`src/rtl/operand_fetch.sv`:
```
// operand_fetch: register-read stage between decode and execute.
// Reads two operands from an asynchronous-read register file, bypasses a
// same-cycle writeback, tracks pending destination writes in a scoreboard,
// stalls decode on RAW/WAW hazards and hands operands to execute through a
// registered valid/ready output stage.
module operand_fetch #(
    parameter int DATA_W = 16,
    parameter int AW     = 5,
    parameter int CTRL_W = 8
) (
    input  logic              clk,
    input  logic              rst,
    input  logic              in_valid,
    output logic              in_ready,
    input  logic [AW-1:0]     in_rs1,
    input  logic [AW-1:0]     in_rs2,
    input  logic [AW-1:0]     in_rd,
    input  logic              in_rd_en,
    input  logic [CTRL_W-1:0] in_ctrl,
    output logic [AW-1:0]     rf_a1,
    output logic [AW-1:0]     rf_a2,
    input  logic [DATA_W-1:0] rf_rd1,
    input  logic [DATA_W-1:0] rf_rd2,
    input  logic              wb_we,
    input  logic [AW-1:0]     wb_a,
    input  logic [DATA_W-1:0] wb_wd,
    output logic              out_valid,
    input  logic              out_ready,
    output logic [DATA_W-1:0] out_op1,
    output logic [DATA_W-1:0] out_op2,
    output logic [AW-1:0]     out_rd,
    output logic              out_rd_en,
    output logic [CTRL_W-1:0] out_ctrl,
    output logic [2**AW-1:0]  busy
);

    localparam int NREG = 2**AW;

    logic [DATA_W-1:0] op1;
    logic [DATA_W-1:0] op2;
    logic              byp1;
    logic              byp2;
    logic              byp_rd;
    logic              haz1;
    logic              haz2;
    logic              waw;
    logic              accept;
    logic [NREG-1:0]   clr;
    logic [NREG-1:0]   set;

    assign rf_a1 = in_rs1;
    assign rf_a2 = in_rs2;

    // Resolve operands (zero register, writeback bypass, register file) and
    // derive hazards, handshake and scoreboard update masks.
    always_comb begin
        byp1   = wb_we && (wb_a == in_rs1);
        byp2   = wb_we && (wb_a == in_rs2);
        byp_rd = wb_we && (wb_a == in_rd);

        op1 = '0;
        if (in_rs1 != '0) begin
            op1 = byp1 ? wb_wd : rf_rd1;
        end
        op2 = '0;
        if (in_rs2 != '0) begin
            op2 = byp2 ? wb_wd : rf_rd2;
        end

        // A writeback landing this cycle resolves the pending write in time.
        haz1 = (in_rs1 != '0) && busy[in_rs1] && !byp1;
        haz2 = (in_rs2 != '0) && busy[in_rs2] && !byp2;
        waw  = in_rd_en && (in_rd != '0) && busy[in_rd] && !byp_rd;

        in_ready = !(haz1 || haz2 || waw) && (!out_valid || out_ready);
        accept   = in_valid && in_ready;

        clr = '0;
        set = '0;
        if (wb_we && (wb_a != '0)) begin
            clr[wb_a] = 1'b1;
        end
        if (accept && in_rd_en && (in_rd != '0)) begin
            set[in_rd] = 1'b1;
        end
    end

    // Output stage: load on accept, drain on out_ready, otherwise hold.
    always_ff @(posedge clk or posedge rst) begin
        if (rst) begin
            out_valid <= 1'b0;
            out_op1   <= '0;
            out_op2   <= '0;
            out_rd    <= '0;
            out_rd_en <= 1'b0;
            out_ctrl  <= '0;
        end else if (accept) begin
            out_valid <= 1'b1;
            out_op1   <= op1;
            out_op2   <= op2;
            out_rd    <= in_rd;
            out_rd_en <= in_rd_en;
            out_ctrl  <= in_ctrl;
        end else if (out_ready) begin
            out_valid <= 1'b0;
        end
    end

    // Scoreboard: writeback clears, newly accepted destination sets (set wins).
    always_ff @(posedge clk or posedge rst) begin
        if (rst) begin
            busy <= '0;
        end else begin
            busy <= (busy & ~clr) | set;
        end
    end

endmodule

```
`config.mk`:
```
export PLATFORM = sky130hd
export DESIGN_NAME = operand_fetch
export DESIGN_NICKNAME = d
export VERILOG_FILES = /design/src/rtl/operand_fetch.sv
export SDC_FILE = /design/constraint.sdc
export NUM_CORES = 1
export LEC_CHECK = 0
export CAP_MARGIN = 20
export CORE_MARGIN = 4
export CORE_UTILIZATION = 47
export CTS_BUF_LIST = sky130_fd_sc_hd__clkbuf_4
export CTS_CLUSTER_SIZE = 40
export DETAILED_ROUTE_END_ITERATION = 6
export GPL_TIMING_DRIVEN = 1
export PLACE_DENSITY = 0.95
export SYNTH_ARGS = -nofsm -noshare
export SYNTH_HDL_FRONTEND = slang
export SYNTH_SLANG_ARGS = --single-unit
```
`constraint.sdc`:
```
create_clock -name clk -period 3.2 [get_ports clk]
set_clock_uncertainty 0.15 [all_clocks]
set_input_delay 0.48 -clock clk [delete_from_list [all_inputs] [get_ports clk]]
set_output_delay 0.48 -clock clk [all_outputs]
set_load 0.01 [all_outputs]
```
== Word-level counts from Yosys, hierarchy flattened ==
Cells that the tools add are included.

* Bits in registers: 79
* Word-level logic and storage cells: 67

* Order comparisons: 6
* Equality and inequality tests: 3
* Mux-type cells: 18
* Bitwise gates (word level): 3
* Reductions and logical operators: 30

{| class="wikitable"
|+ Operators with widths
! cell !! count
|-
| 16-bit 2-to-1 mux || 4
|-
| 32-bit 2-to-1 mux || 2
|-
| 32-bit bitwise AND || 1
|-
| 32-bit NOT || 1
|-
| 32-bit OR || 1
|-
| 5-bit by 6-bit less-than comparator with 1-bit output, second input constant || 4
|-
| 5-bit nonzero test || 4
|-
| 1-bit logical AND || 17
|-
| 1-bit binary-select mux with 5-bit select || 3
|-
| 5-bit == test || 3
|-
| 1-bit demux with 5-bit select || 2
|-
| 5-bit by 1-bit greater-or-equal comparator with 1-bit output, second input constant || 2
|-
| 1-bit 2-to-1 mux || 7
|-
| 1-bit logical NOT || 5
|-
| 1-bit logical OR || 3
|-
| 2-bit nonzero test || 1
|}

== Depth between registers and ports, before layout ==
Gate-level depths: netlist of the first run.

* Depth after elaboration: 13
* Mapped depth: 11

== Least setup slack after synthesis of the first run ==
No wires, ideal clock.

* Path type: input-to-reg
* Start: input in_rd[4]
* End: register out_ctrl[7]
* Arrival: 2.442 ns
* Data required time: 2.925 ns
* Setup slack: 0.483 ns
* Stages: 10
* Buffers on the path: 3
* Cells stage by stage: clkbuf_1 > or3b_2 > clkbuf_1 > o22ai_1 > nor3_1 > o21ai_1 > a21boi_2 > nand4_2 > buf_2 > mux2_2

* Word-level cells in the longest chain between the ends: 8
* Elaborated cells on any way between the ends: 13
* Those cells by class: 1 x eq/ne; 2 x mux; 10 x reduce/logical

{| class="wikitable"
|+ RTL lines
! item !! RTL line !! source
|-
| start, declared || 17 || <nowiki>input logic [AW-1:0] in_rd,</nowiki>
|-
| 1-bit binary-select mux with 5-bit select, or another cell as far along || 73 || <nowiki>waw = in_rd_en && (in_rd != '0) && busy[in_rd] && !byp_rd;</nowiki>
|-
| 1-bit 2-to-1 mux (implied by the code), or another cell as far along || 73 ||
|-
| 1-bit logical AND / 1-bit logical NOT (equally long branches) || 73 ||
|-
| 1-bit logical AND (*) || 73 ||
|-
| 1-bit logical OR (*) || 75 || <nowiki>in_ready = !(haz1 || haz2 || waw) && (!out_valid || out_ready);</nowiki>
|-
| 1-bit logical NOT (*) || 75 ||
|-
| 1-bit logical AND (*) || 75 ||
|-
| 1-bit logical AND (*) || 76 || <nowiki>accept = in_valid && in_ready;</nowiki>
|-
| end signal, assigned || 103 || <nowiki>out_ctrl <= in_ctrl;</nowiki>
|-
| end, declared || 33 || <nowiki>output logic [CTRL_W-1:0] out_ctrl,</nowiki>
|}

Every way passes the cells marked *; elsewhere a longest branch is shown, timed or not. The select of a mux whose other input is x is not followed.
A chain may end at the register's enable or synchronous reset.

== Worst setup path after layout of the first run ==
* Start: register busy[23]
* End: output in_ready

* Word-level cells in the longest chain between the ends: 8
* Elaborated cells on any way between the ends: 16
* Those cells by class: 6 x mux; 10 x reduce/logical

{| class="wikitable"
|+ RTL lines
! item !! RTL line !! source
|-
| start, declared || 34 || <nowiki>output logic [2**AW-1:0] busy</nowiki>
|-
| start signal, assigned || 114 || <nowiki>busy <= (busy & ~clr) | set;</nowiki>
|-
| 1-bit binary-select mux with 5-bit select (on tied branches) || 71, 72 ||
|-
| 1-bit 2-to-1 mux (on tied branches) || 71, 72 ||
|-
| 1-bit logical AND (on tied branches) (2 in a row) || 71, 72 ||
|-
| 1-bit logical OR || 75 ||
|-
| 1-bit logical OR (*) || 75 ||
|-
| 1-bit logical NOT (*) || 75 ||
|-
| 1-bit logical AND (*) || 75 ||
|-
| end, declared || 14 || <nowiki>output logic in_ready,</nowiki>
|}

Marks and branches as above.

==> results_dict.tcl, run 1 <==
set metrics [dict create \
    status "finished, final reports clean" \
    grt_usage 0.276 \
    cp-start-kind "flop" \
    finalHoldViolCount 0 \
    final_antenna_net_count 0 \
    coreArea_um2 9770 \
    layout-area-overhead-vs-synth_pct 50.8 \
    power_leakage_nw 2.94 \
    synth_area_um2 4710 \
    finalPower_mw 3.47 \
    async_reset_ff_frac 1.00 \
    clock_path_buffers 2 \
    post-route-period-util 0.960 \
    dieHeight_um 108 \
    max_stage_delay_ns 0.46 \
    start_util 0.482 \
    portBuffers 171 \
    path_class "flop to primary output" \
    drc 0 \
    clock_latency_ns 0.44 \
    final_cell_mix "clkdlybuf4s50_1 (162), dfrtp_1 (74), buf_4 (62)" \
    timing.fmax_ghz 0.326 \
    slew_viol_final 0 \
    wl_per_cell_um 21.4 \
    syn_nets 503 \
    wirelength_um 16300 \
    gr-total-overflow 0 \
    finalSetupViolations 0 \
    irDropWorstVdd_v 0.000399 \
    crit_chain "buf_4 > mux4_2 > a32o_1 > nor4_1 > a41oi_1 > nand2_1 > and3_1 > buf_2" \
    ys_types 39 \
    final_common_cell "clkdlybuf4s50_1" \
    ys_ff_latch 79 \
    antenna_cells 0 \
    core.rowCount 36 \
    slew_headroom 0.511 \
    synth.area.top_cells "dfrtp_1 (42%), mux2_2 (11%), mux2i_1 (7.2%), mux4_2 (7.2%), o31ai_1 (5.1%)" \
    multiInputGateArea_um2 2500 \
    synthCells 421 \
    yosys.area.top_type_share 0.419 \
    grt_pass1_wl_um 24900 \
    cap_violations 0 \
    grt_max_degree 41 \
    die_w_um 108 \
    fill_cells 677 \
    cp-end-kind "primary output" \
    yosysSeqAreaShare 0.419 \
    arrival_ns 2.44 \
    htree_levels 3 \
    hold_class "input port to asynchronous set/reset pin" \
    synth_edf_count 0 \
    routed_via_density 6.09 \
    first_global_vias 4752 \
    post_synth.cell_area_avg_um2 11.2 \
    crit_required_ns 2.57 \
    min_period_ns 3.07 \
    worst-path-max-fanout 4 \
    reg2reg_from "busy[12]" \
    ys_warn_count 0 \
    cts_tree "built" \
    num_vias 4632 \
    tightestPinTransition_ns 0.732 \
    drt_pass1_iterations 6 \
    clock-sinks 79 \
    drive_gt1_frac 0.258 \
    area.sequential_um2 1980 \
    cts_buffers 9 \
    slowest_stage "mux4_2" \
    num_io_pins 172 \
    r2r-end "busy[28]" \
    cts.clk_slew.worst_paths_ns 0.13 \
    r2r_slack_ns 0.29 \
    antenna_found_initial 0 \
    final_nets 704 \
    cts-root-buf "clkbuf_4" \
    die-area_um2 11700 \
    hpwl_um 12100 \
    gp_congestion 1.01 \
    synth_top_area_cell "dfrtp_1" \
    dr.first_iter.drc_count 531 \
    pre_cts_slack_ns -0.534 \
    setup_slack_ns 0.128 \
    yosys_most_used_dff "dfrtp_1" \
    rr_worst_depth 11 \
    power-per-cell-area_nw_per_um2 488 \
]
[Yosys cell counts, types with 9 or more instances]
master,n
mux2_2,46
a22o_1,16
xor2_1,12
dfrtp_1,79
o21ai_0,33
buf_4,11
nand3_1,12
mux2i_1,34
mux4_2,15
clkbuf_1,22
nand3b_1,11
buf_2,9
nor2_1,21
o31ai_1,32
[cell families after synthesis]
| group | share of synthesized area |
|---|---|
| XOR/XNOR | 0.0279 |
| flip-flops | 0.419 |
| multiplexers | 0.254 |
| AO/OA/AOI/OAI | 0.138 |
| AND/OR/NAND/NOR | 0.104 |
| buffers and inverters | 0.0573 |
[critical path: cells and delay by family (launching register included)]
family | cells | cell delay, ns
AND/OR/NAND/NOR | 3 | 0.47
multiplexers | 1 | 0.46
flip-flops | 1 | 0.44
AO/OA/AOI/OAI | 2 | 0.33
buffers and inverters | 2 | 0.30
[power breakdown]
part / internal, mW / switching [mW]
Sequential: 1.22 / 0.159
Combinational: 0.807 / 0.536
Clock: 0.390 / 0.358
Total: 2.41 / 1.05
[registers in the layout, summed over array words and instances (netlist names)]
| name | count |
|---|---|
| busy | 32 |
| out_ctrl | 8 |
| out_op1 | 16 |
| out_op2 | 16 |
| out_rd | 5 |
| out_rd_en | 1 |
| out_valid | 1 |
[area by class of cell]
class,count,area share
clock buffer,9,0.00950
clock inverter,7,0.0157
inverter,4,0.00229
multi-input combinational,290,0.351
sequential,79,0.279
tap,133,0.0234
timing repair buffer,238,0.319
[how the worst max path moves through the flow]
stage | from | endpoint | slack (ns) | cells after the start
2_1_floorplan | in_rd[4] | out_ctrl[7] | 0.48 | 10
3_3_place_gp | in_rd[0] | in_ready | -0.49 | 9
3_5_place_dp | in_rd[0] | in_ready | -0.53 | 9
4_1_cts | in_rd[3] | in_ready | 0.02 | 8
5_1_grt | busy[12] | in_ready | -0.01 | 7
6_report | busy[23] | in_ready | 0.13 | 8
[layer usage]
layer  part of all wire  vias up  wire length [um]  track usage
met3               0.12       87              1940       0.0890
met5                  0        -                 0            0
li1                   -     1982                 -            -
met2               0.48      355              7890        0.460
met4              0.043        0               697        0.119
met1               0.35     2208              5760        0.328
[metrics by stage]
stage	std cells	cell area, um2	utilization	setup TNS [ns]	hold slack (ns)
after floorplan	421	4710	-	0	0.376
after global placement	738	6850	0.701	-12.51	0.328
after detailed placement	738	6850	0.701	-18.27	0.336
after CTS	755	7030	0.720	0	0.289
after global routing	760	7110	0.727	-0.0106	0.324
final	760	7110	0.727	0	0.297
[repair_timing]
| action | in CTS | in global routing |
|---|---|---|
| pin swaps | 3 | 4 |
| setup endpoints to repair | 1 | 1 |
| gates resized for setup | 7 | 15 |
| hold buffers | 0 | 0 |
| cloned | 0 | 0 |
| setup buffers | 1 | 5 |
No activity file was read; power rests on OpenSTA's default activity.
==> run 2, diff against run 1 <==
--- a/config.mk
+++ b/config.mk
@@ -6,11 +6,13 @@
 export NUM_CORES = 1
 export LEC_CHECK = 0
 export CAP_MARGIN = 20
+export CORE_ASPECT_RATIO = 0.6
 export CORE_MARGIN = 4
 export CORE_UTILIZATION = 47
 export CTS_BUF_LIST = sky130_fd_sc_hd__clkbuf_4
 export CTS_CLUSTER_SIZE = 40
 export DETAILED_ROUTE_END_ITERATION = 6
+export GPL_ROUTABILITY_DRIVEN = 0
 export GPL_TIMING_DRIVEN = 1
 export PLACE_DENSITY = 0.95
 export SYNTH_ARGS = -nofsm -noshare
==> run 2 against run 1 <==
Net effect: final cell count fell by 0.66%; design area fell by 1.3%; core utilization rose by 1.5 points; setup slack got worse by 0.063 ns; critical endpoint unchanged; largest cell class unchanged; highest routed layer unchanged.
==> results_dict.tcl, run 2 (synthesis gave the netlist of run 1 again) <==
set metrics [dict create \
    hpwl_um 13100 \
    final_core_util 0.742 \
    dieHeight_um 85.6 \
    cts-root-buf "clkbuf_4" \
    core.rowCount 27 \
    grt_usage 0.288 \
    num_vias 4637 \
    reg.largest.list "busy (32), out_op1 (16), out_op2 (16)" \
    power-per-cell-area_nw_per_um2 481 \
    drt_pass1_iterations 5 \
    switching_share 0.327 \
    cap_violations 0 \
    die_w_um 137 \
    layout-area-overhead-vs-synth_pct 48.9 \
    hold_class "input port to asynchronous set/reset pin" \
    fin_setup_tns_ns 0 \
    start_util 0.498 \
    dp_cells 738 \
    combPwrFrac 0.407 \
    finalHoldViolCount 0 \
    coreArea_um2 9460 \
    final_cell_mix "clkdlybuf4s50_1 (167), dfrtp_1 (79), buf_4 (62)" \
    die-area_um2 11700 \
    reg2reg_from "busy[20]" \
    timing.fmax_ghz 0.319 \
    cp-start-kind "input port" \
    drive_gt1_frac 0.250 \
    min_period_ns 3.13 \
    path_class "input port to primary output" \
    tightestPinTransition_ns 0.606 \
    cp-end-kind "primary output" \
    drc 0 \
    dr.first_iter.drc_count 519 \
    grt_setup_unrepaired "false" \
    grt_max_degree 55 \
    largest_reg_flops 32 \
    post-route-period-util 0.980 \
    grt_pass1_wl_um 25900 \
    cts.clk_slew.worst_paths_ns 0.14 \
    worst-path-max-fanout 8 \
    crit_required_ns 2.57 \
    finalPower_mw 3.37 \
    htree_levels 3 \
    gr-total-overflow 0 \
    irDropWorstVdd_v 0.000380 \
    wl_per_cell_um 22.6 \
    clock_power_share 0.189 \
    stdcell_count 755 \
    switching_power_mw 1.10 \
    arrival_ns 2.50 \
    antenna_found_initial 0 \
    first_global_vias 4756 \
    regMostFlops "busy" \
    p_int_mw 2.27 \
    power_frac_seq 0.404 \
    clock-sinks 79 \
    clock_path_buffers 2 \
    slew_viol_final 0 \
    slew_headroom 0.595 \
    final_antenna_net_count 0 \
    status "finished, final reports clean" \
    wirelength_um 17000 \
    num_io_pins 172 \
    finalSetupViolations 0 \
    final_common_cell "clkdlybuf4s50_1" \
    cts_buffers 9 \
    power_leakage_nw 2.87 \
    cp-startpoint "in_rd[3]" \
    antenna_cells 0 \
    clock_latency_ns 0.45 \
    portBuffers 171 \
    cts_hold_buffers 0 \
    cts_tree "built" \
    final_nets 702 \
    routed_via_density 6.14 \
]
run 2: changes by cell type in the layout (fill, tap and decap cells not counted), moves of 2 or more:
cell and change:
clkdlybuf4s50_1 +5, clkinv_4 +3, dfrtp_2 -5, dlymetal6s2s_1 -5, buf_12 -2, bufinv_16 -2
clkinv_2 -2, dfrtp_1 +5
run 2: area by class of cell:
| class | instances | area [um2] |
|---|---|---|
| Fill cell | 641 | 2440 |
| Inverter | 4 | 15.0 |
| Multi-Input combinational cell | 290 | 2490 |
| Clock inverter | 7 | 81.3 |
| Sequential cell | 79 | 1980 |
| Tap cell | 130 | 163 |
| Timing Repair Buffer | 236 | 2220 |
| Clock buffer | 9 | 67.6 |
run 2: per-stage QoR:
stage	setup WS [ns]	hold WS, ns	cell area [um2]
after CTS	0.00389	0.280	7000
after global routing	0.0210	0.308	7020
after global placement	-0.583	0.329	6840
after floorplan	0.483	0.376	4710
final	0.0650	0.283	7020
after detailed placement	-0.606	0.343	6850
run 2: routing by layer:
| metal | GRT usage | part of all wire | vias to the layer above |
|---|---|---|---|
| met1 | 0.387 | 0.39 | 2209 |
| met2 | 0.435 | 0.43 | 396 |
| met3 | 0.113 | 0.16 | 53 |
| met5 | 0 | 0 | - |
| li1 | - | - | 1979 |
| met4 | 0.0797 | 0.022 | 0 |
run 2: final timing paths:
check | endpoint | slack [ns] | depth (start not counted)
min reg2reg | out_ctrl[4] | 0.37 | 1
max in group asynchronous | out_rd[1] | 2.19 | 3
max | in_ready | 0.07 | 8
min | out_ctrl[3] | 0.28 | 3
max reg2reg | out_op2[3] | 0.41 | 9
min in group clk | out_ctrl[4] | 0.37 | 1
run 2: critical path: stages:
cell and delay (ns):
clkdlybuf4s50_1 0.63, or3b_2 0.55, o22ai_1 0.19, nor3_1 0.06, o21ai_1 0.18, a21boi_2 0.10, and3_4 0.19, buf_6 0.11
run 2: power by group through the flow:
stage                     registers [mW]  clock network, mW  logic [mW]
final                               1.36              0.639        1.37
after global routing                1.39              0.689        1.45
after CTS                           1.36              0.651        1.37
after detailed placement            1.38                  0        1.36
after global placement              1.36                  0        1.32
after floorplan                     1.46                  0       0.460
run 2: timing repair:
action	in CTS	in global routing
endpoints found under the setup margin	1	2
cloned	0	0
buffers inserted	0	1
pin swaps	3	1
resized for setup	9	2
==> run 3, diff against run 2 <==
--- a/config.mk
+++ b/config.mk
@@ -8,13 +8,13 @@
 export CAP_MARGIN = 20
 export CORE_ASPECT_RATIO = 0.6
 export CORE_MARGIN = 4
-export CORE_UTILIZATION = 47
+export CORE_UTILIZATION = 36
 export CTS_BUF_LIST = sky130_fd_sc_hd__clkbuf_4
 export CTS_CLUSTER_SIZE = 40
 export DETAILED_ROUTE_END_ITERATION = 6
 export GPL_ROUTABILITY_DRIVEN = 0
 export GPL_TIMING_DRIVEN = 1
-export PLACE_DENSITY = 0.95
+export PLACE_DENSITY = 0.78
 export SYNTH_ARGS = -nofsm -noshare
 export SYNTH_HDL_FRONTEND = slang
 export SYNTH_SLANG_ARGS = --single-unit
==> run 3 against run 2 <==
Net effect: fmax up 2.1%; clock-buffer cell count stayed put; first-iteration DRC count fell by 20%; register-to-register slack worse by 0.06 ns; power down 0.32%; setup slack gained 0.064 ns; routed wire length shrank 0.70%; combinational power about the same; design area rose by 2.2%; final cell count grew 6.8%; flip-flop and latch count is the same; critical path type unchanged; largest power group unchanged.
==> results_dict.tcl, run 3 (synthesis gave the netlist of run 1 again) <==
set metrics [dict create \
    finalInstanceArea_um2 7180 \
    post-route-period-util 0.960 \
    cts.clk_slew.worst_paths_ns 0.14 \
    hold_ws_ns 0.301 \
    fin_setup_tns_ns 0 \
    tightestPinTransition_ns 0.741 \
    core.rowCount 32 \
    cp-end-kind "primary output" \
    finalSetupViolations 0 \
    crit_required_ns 2.57 \
    setup_slack_ns 0.129 \
    cts_tree "built" \
    power_leakage_nw 2.95 \
    first_global_vias 4667 \
    clock-sinks 79 \
    place_area_um2 6990 \
    fill_cells 1086 \
    final_common_cell "clkdlybuf4s50_1" \
    pre_cts_slack_ns -0.582 \
    finalHoldViolCount 0 \
    drt_pass1_iterations 5 \
    path_class "input port to primary output" \
    antenna_cells 0 \
    largest_reg_flops 32 \
    dr.first_iter.drc_count 415 \
    grt_pass1_wl_um 26200 \
    grt_usage 0.223 \
    coreArea_um2 12800 \
    die_w_um 156 \
    gr-total-overflow 0 \
    start_util 0.368 \
    wl_per_cell_um 21.0 \
    reg.largest.list "busy (32), out_op1 (16), out_op2 (16)" \
    finalPower_mw 3.36 \
    stdcell_count 806 \
    drive_gt1_frac 0.259 \
    timing.fmax_ghz 0.326 \
    layout-area-overhead-vs-synth_pct 52.2 \
    wirelength_um 16900 \
    antenna_found_initial 0 \
    irDropWorstVdd_v 0.000285 \
    arrival_ns 2.44 \
    cp-start-kind "input port" \
    final_core_util 0.560 \
    num_io_pins 172 \
    final_nets 713 \
    min_period_ns 3.07 \
    worst-path-max-fanout 6 \
    portBuffers 171 \
    slew_viol_final 0 \
    dieHeight_um 96.6 \
    cts-root-buf "clkbuf_4" \
    regMostFlops "busy" \
    status "finished, final reports clean" \
    die-area_um2 15000 \
    routed_via_density 5.60 \
    cts_hold_buffers 0 \
    clock_latency_ns 0.43 \
    dp_cells 786 \
    grt_setup_unrepaired "false" \
    htree_levels 3 \
    drc 0 \
    final_cell_mix "clkdlybuf4s50_1 (164), dfrtp_1 (77), buf_4 (71)" \
    num_vias 4510 \
    clock_path_buffers 2 \
    hold_class "input port to asynchronous set/reset pin" \
    hpwl_um 13100 \
    power-per-cell-area_nw_per_um2 469 \
    grt_max_degree 43 \
    cts_buffers 9 \
    final_antenna_net_count 0 \
    cap_violations 0 \
    slew_headroom 0.505 \
]
[run 3: cell types whose count changed in the layout (fill, tap and decap cells not counted), sizes merged]
cell and change:
clkinv +1, clkdlybuf4s50 -3, buf +11, inv -2, dlymetal6s2s +3, clkinvlp +1
[run 3: path summary, 6_finish.rpt]
| kind | to | depth (start not counted) | from | slack (ns) |
|---|---|---|---|---|
| min reg2reg | out_op1[2] | 1 | out_op1[2] | 0.37 |
| max in group asynchronous | out_op2[14] | 3 | rst | 1.95 |
| min in group clk | out_op1[2] | 1 | out_op1[2] | 0.37 |
| max reg2reg | out_rd[4] | 10 | busy[23] | 0.35 |
| max | in_ready | 9 | in_rd[0] | 0.13 |
| min | out_ctrl[0] | 2 | rst | 0.30 |
[run 3: where the power goes]
part,internal [mW],leakage [nW],switching (mW)
logic,0.822,1.89,0.564
clock network,0.239,0.0716,0.380
registers,1.21,0.987,0.144
total,2.28,2.95,1.09
[run 3: area by class of cell]
cell class	count	area (um2)	area share
clock buffers	9	67.6	0.00942
clock inverters	7	71.3	0.00994
inverters	4	16.3	0.00227
multi-input cells	290	2480	0.346
flip-flops and latches	79	1980	0.276
well taps	170	213	0.0296
repair buffers	247	2340	0.327
[run 3: repair_timing]
item | in CTS | in global routing
setup buffers | 2 | 2
setup endpoints to repair | 1 | 1
pin swaps | 3 | 3
resized for setup | 7 | 7
endpoints found under the hold margin | 0 | 0
[run 3: critical path, cell delays in order]
cell and delay, ns:
dlygate4sd2_1 0.20, buf_6 0.14, mux4_2 0.50, nor2b_1 0.15, nor4_1 0.27, o21ai_1 0.13
a21boi_2 0.24, and3_1 0.21, buf_6 0.11
[run 3: routing by layer]
layer / vias up / share of wire / track usage
met3: 14 / 0.15 / 0.0890
met2: 310 / 0.42 / 0.315
li1: 2001 / - / -
met1: 2185 / 0.43 / 0.326
met5: - / 0 / 0
met4: 0 / 0.0071 / 0.0437
